==> src/rtl/score_arbiter.sv <==
// Two-player BCD score keeper: queues point pulses per player and serves them one at a time.
// Optional macro SCORE_DEUCE_EN requires a 2-point lead on top of reaching WIN_SCORE.
module score_arbiter #(
  parameter logic [7:0] WIN_SCORE = 8'h11
) (
  input  logic       clk,
  input  logic       reset,
  input  logic       point_p1,
  input  logic       point_p2,
  input  logic       new_game,
  output logic [3:0] p1_bcd0,
  output logic [3:0] p1_bcd1,
  output logic [3:0] p2_bcd0,
  output logic [3:0] p2_bcd1,
  output logic       game_over,
  output logic [1:0] winner,
  output logic       busy,
  output logic       overrun
);

  typedef enum logic [1:0] {IDLE = 2'd0, INC = 2'd1, CHECK = 2'd2, OVER = 2'd3} state_t;

  state_t      state_r;
  logic [1:0]  pend_r;
  logic        gnt_r;
  logic        tie_r;
  logic [7:0]  p1_r;
  logic [7:0]  p2_r;
  logic        game_over_r;
  logic [1:0]  winner_r;
  logic        overrun_r;

  logic [1:0]  pulse_s;
  logic        gnt_valid_s;
  logic        gnt_sel_s;
  logic [1:0]  gnt_clr_s;
  logic [1:0]  pend_keep_s;
  logic        win_s;
  logic        enter_over_s;
  logic [7:0]  gbin_s;
  logic [7:0]  wbin_s;
`ifdef SCORE_DEUCE_EN
  logic [7:0]  obin_s;
`endif

  // Saturating two-digit BCD increment (99 stays 99).
  function automatic logic [7:0] bcd_inc(input logic [7:0] v);
    logic [7:0] r;
    if (v == 8'h99) r = v;
    else if (v[3:0] == 4'h9) r = {v[7:4] + 4'h1, 4'h0};
    else r = {v[7:4], v[3:0] + 4'h1};
    return r;
  endfunction

  function automatic logic [7:0] bcd_to_bin(input logic [7:0] v);
    return ({4'h0, v[7:4]} * 8'd10) + {4'h0, v[3:0]};
  endfunction

  // Grant selection, pending-flag bookkeeping and win evaluation.
  always_comb begin
    pulse_s     = {point_p2, point_p1};
    gnt_valid_s = (state_r == IDLE) && (pend_r != 2'b00);
    if (pend_r == 2'b11) gnt_sel_s = tie_r;
    else gnt_sel_s = pend_r[1];
    if (gnt_valid_s) gnt_clr_s = gnt_sel_s ? 2'b10 : 2'b01;
    else gnt_clr_s = 2'b00;
    pend_keep_s = pend_r & ~gnt_clr_s;
    gbin_s = bcd_to_bin(gnt_r ? p2_r : p1_r);
    wbin_s = bcd_to_bin(WIN_SCORE);
`ifdef SCORE_DEUCE_EN
    obin_s = bcd_to_bin(gnt_r ? p1_r : p2_r);
    win_s  = (gbin_s >= wbin_s) && (gbin_s >= obin_s + 8'd2);
`else
    win_s  = (gbin_s >= wbin_s);
`endif
    enter_over_s = (state_r == CHECK) && win_s;
  end

  // Main FSM with scores, flags and status registers.
  always_ff @(posedge clk) begin
    if (!reset || new_game) begin
      state_r     <= IDLE;
      pend_r      <= 2'b00;
      gnt_r       <= 1'b0;
      tie_r       <= 1'b0;
      p1_r        <= 8'h00;
      p2_r        <= 8'h00;
      game_over_r <= 1'b0;
      winner_r    <= 2'b00;
      overrun_r   <= 1'b0;
    end else begin
      case (state_r)
        IDLE: begin
          if (gnt_valid_s) begin
            gnt_r   <= gnt_sel_s;
            state_r <= INC;
            if (pend_r == 2'b11) tie_r <= ~tie_r;
          end
        end
        INC: begin
          if (gnt_r) p2_r <= bcd_inc(p2_r);
          else p1_r <= bcd_inc(p1_r);
          state_r <= CHECK;
        end
        CHECK: begin
          if (win_s) begin
            state_r     <= OVER;
            game_over_r <= 1'b1;
            winner_r    <= gnt_r ? 2'b10 : 2'b01;
          end else begin
            state_r <= IDLE;
          end
        end
        OVER: state_r <= OVER;
        default: state_r <= IDLE;
      endcase
      // Once a winner is declared, further points are neither queued nor flagged as overruns.
      if (enter_over_s || (state_r == OVER)) begin
        pend_r <= 2'b00;
      end else begin
        pend_r <= pend_keep_s | pulse_s;
        if ((pend_keep_s & pulse_s) != 2'b00) overrun_r <= 1'b1;
      end
    end
  end

  assign p1_bcd0   = p1_r[3:0];
  assign p1_bcd1   = p1_r[7:4];
  assign p2_bcd0   = p2_r[3:0];
  assign p2_bcd1   = p2_r[7:4];
  assign game_over = game_over_r;
  assign winner    = winner_r;
  assign overrun   = overrun_r;
  assign busy      = (state_r != IDLE) || (pend_r != 2'b00);

endmodule

==> config.mk <==
export PLATFORM = sky130hd
export DESIGN_NAME = score_arbiter
export DESIGN_NICKNAME = d
export VERILOG_FILES = /design/src/rtl/score_arbiter.sv
export SDC_FILE = /design/constraint.sdc
export NUM_CORES = 1
export LEC_CHECK = 0
export ABC_AREA = 1
export CORE_AREA = 2 2 48 73
export CTS_CLUSTER_DIAMETER = 80
export DETAILED_ROUTE_END_ITERATION = 10
export DIE_AREA = 0 0 50 75
export PLACE_DENSITY = 0.9
export SYNTH_ARGS = -nofsm -noshare
export SYNTH_HDL_FRONTEND = slang
export SYNTH_SLANG_ARGS = --single-unit
==> constraint.sdc <==
create_clock -name clk -period 5.3 [get_ports clk]
set_input_delay 1.06 -clock clk [delete_from_list [all_inputs] [get_ports clk]]
set_output_delay 1.06 -clock clk [all_outputs]
set_load 0.02 [all_outputs]
==> impl_metrics.py <==
metrics = {
    "status": {
        "outcome": "completed",
    },
    "worst_setup_path": {
        "arrival_ps": 3340,
        "cp.required_ps": 5480,
        "slowest_stage": "dfxtp_1",
        "worst-setup-path-type": "flop to flop",
        "critPathMaxFanout": 20,
        "crit_top_cell": "nand2_1",
        "cp-end-kind": "flop",
        "crit-reg2reg-launch": "gnt_r$_SDFFE_PP0P_",
        "r2r_slack_ps": 2150,
        "path_cells": "nand2_1 -> o21ai_0 -> inv_1 -> ha_1 -> ha_1 -> fa_1 -> nand2_1 -> inv_2 -> nand2_1 -> inv_1 -> nand3_1 -> nand2_2 -> nand3_4 -> nand2_4 -> nand3_1 -> nand2_1 -> inv_1",
        "start_kind": "flop",
        "cp-startpoint": "gnt_r$_SDFFE_PP0P_",
        "max_stage_delay_ps": 750,
    },
    "detailed_routing": {
        "dr_total_vias": 1617,
        "via_per_inst": 5.183,
        "drt_iter0_markers": 28,
        "wire_per_inst_um": 11.89,
        "ant_nets": 0,
        "wl_mm": 3.710,
        "drt_first_pass_iters": 5,
        "drc_errors": 0,
    },
    "clock_network": {
        "numClockSinks": 26,
        "cts_setup_buffers": 0,
        "postCtsHoldBufs": 0,
        "htree_levels": 1,
        "clkTransAtPathRegs_ps": 90,
        "cts_made_buffers": 3,
        "cts-root-buf": "clkbuf_8",
        "cts_tree": "yes",
        "insertion_delay_ps": 270,
        "post_cts_resized": 0,
        "cts_buffer_depth": 2,
    },
    "place": {
        "portBuffers": 25,
        "hpwlAfterDp_mm": 3.012,
        "place_area_um2": 2034,
        "gp_congestion": 0.8527,
    },
    "sta": {
        "setup_viol": 0,
        "fmax_mhz": 317.0,
        "relSlewSlack": 0.5578,
        "fin_crit_sh": 0.5952,
        "slew_viol_final": 0,
        "skew_ps": 4.372,
        "worst_pin_slew_ps": 662.5,
        "hold_viol": 0,
        "period_minus_slack_ps": 3154,
        "tns_ps": 0,
        "rsz0062_at_grt": "no",
    },
    "yosys": {
        "ys_ff_latch": 26,
        "synth_warnings": 0,
        "postSynth.topFlopCell": "dfxtp_1",
        "synth.top_cell.area_share": 0.2969,
        "synth_fp_nets": 265,
        "synthCells": 246,
        "synthesis.area_um2": 1753,
        "synth_area_leaders": "dfxtp_1, nand2_1, ha_1",
        "synth_area_per_cell_um2": 7.126,
        "synth_top_cell_by_area": "dfxtp_1",
        "async_reset_ff_frac": 0,
        "seq_area_frac_synth": 0.2969,
        "ys_types": 29,
        "synth_edf_count": 0,
    },
    "die": {
        "initial_core_util": 0.5661,
        "die_w_um": 50,
        "rows": 25,
        "die_area_um2": 3750,
        "coreArea_um2": 3097,
        "dieHeight_um": 75,
        "ioPinCount": 26,
    },
    "finish": {
        "nFillCells": 240,
        "fin_area_um2": 2090,
        "n_antenna_cell": 0,
        "nets": 292,
        "synthToLayoutAreaGrowth_pct": 19.20,
        "drive_gt1_frac": 0.1618,
        "final_common_cell": "nand2_1",
        "final_cell_mix": "nand2_1, inv_1, dfxtp_1",
    },
    "pwr": {
        "p_leak_nw": 0.9120,
        "powerDensity_nw_per_um2": 173.7,
        "power_mw": 0.3630,
        "vdd_ir_drop_max_mv": 0.2502,
    },
    "global_routing": {
        "grt_pass1_vias": 1508,
        "grt-ovfl-total": 0,
        "grt_use_total": 0.2102,
        "antenna_found_initial": 0,
        "grt_max_degree": 21,
        "grt_pass1_wl_mm": 6.134,
    },
    "min_path": {
        "min_from": "overrun$_SDFFE_PP0P_",
        "holdCritPathClass": "flop to flop",
    },
    "run": {
        "cap_violations": 0,
    },
}
-- kinds of logic (layout without fill, tap and decap cells) --
kind of cell             after synthesis  in the layout  synth area share
flip-flops                            26             26            0.2969
AND/OR/NAND/NOR                      116            116            0.3476
AO/OA/AOI/OAI                         41             41            0.1235
buffers and inverters                 44             70           0.09850
adder cells (fa/ha/maj)               14             14            0.1085
XOR/XNOR                               5              5           0.02498
-- per-stage QoR --
stage,setup slack (ps),std cells,hold WS [ps],util
2_1_floorplan,2576,246,439.3,-
3_3_place_gp,2337,308,444.6,0.6570
3_5_place_dp,2181,308,447.7,0.6570
4_1_cts,2155,312,461.7,0.6747
5_1_grt,1885,312,491.2,0.6747
6_report,2146,312,454.8,0.6747
-- per-layer routing --
metal | part of all wire | vias up | global-route usage | wire [um]
li1 | - | 834 | - | -
met1 | 0.39 | 748 | 0.2201 | 1462
met2 | 0.57 | 28 | 0.4313 | 2114
met3 | 0.019 | 7 | 0.005952 | 71
met4 | 0.017 | 0 | 0.08333 | 63
met5 | 0 | - | 0 | 0
-- report_power, final --
group | internal [mW] | leakage (nW) | switching (mW) | total, mW
Clock | 0.0665 | 0.0288 | 0.0636 | 0.130
Combinational | 0.0131 | 0.673 | 0.0196 | 0.0327
Sequential | 0.197 | 0.210 | 0.00303 | 0.200
-- path summary, 6_finish.rpt --
check                            end  depth (start not counted)
max          state_r[0]$_SDFFE_PP0P_                         17
min             overrun$_SDFFE_PP0P_                          2
max reg2reg  state_r[0]$_SDFFE_PP0P_                         17
min reg2reg     overrun$_SDFFE_PP0P_                          2
-- cell type report --
type,instances,area (um^2),share of cell area
sequential,26,520.5,0.2491
timing repair buffer,25,250.2,0.1198
multi-input combinational,176,1060,0.5072
inverter,41,153.9,0.07365
tap,40,50.05,0.02395
clock buffer,4,55.05,0.02635
-- state kept, by name, summed over array words and instances, names as in the netlist --
register / flops
p1_r: 8
state_r: 2
game_over: 1
tie_r: 1
overrun: 1
pend_r: 2
winner: 2
gnt_r: 1
p2_r: 8
-- cells in the mapped netlist, types with 2 or more instances --
cell type / number
inv_1: 31
nand4_1: 2
nand2_2: 13
nand2_4: 3
nor2_4: 2
clkbuf_1: 2
nor2_2: 3
nand2_1: 49
inv_2: 9
nand3_1: 15
o21ai_1: 3
nand3_2: 6
a21oi_1: 18
ha_1: 12
fa_1: 2
o21ai_0: 16
xor2_1: 4
a21oi_2: 2
nor2_1: 19
dfxtp_1: 26
-- critical path, delay by kind of cell, from the launching register on --
kind | cells | cell delay [ps]
DFF | 1 | 750
buffers and inverters | 4 | 300
AOI/OAI and AO/OA | 1 | 190
and+or+nand+nor | 9 | 730
adders and majority gates | 3 | 1060
(Power assumes the default switching activity.)
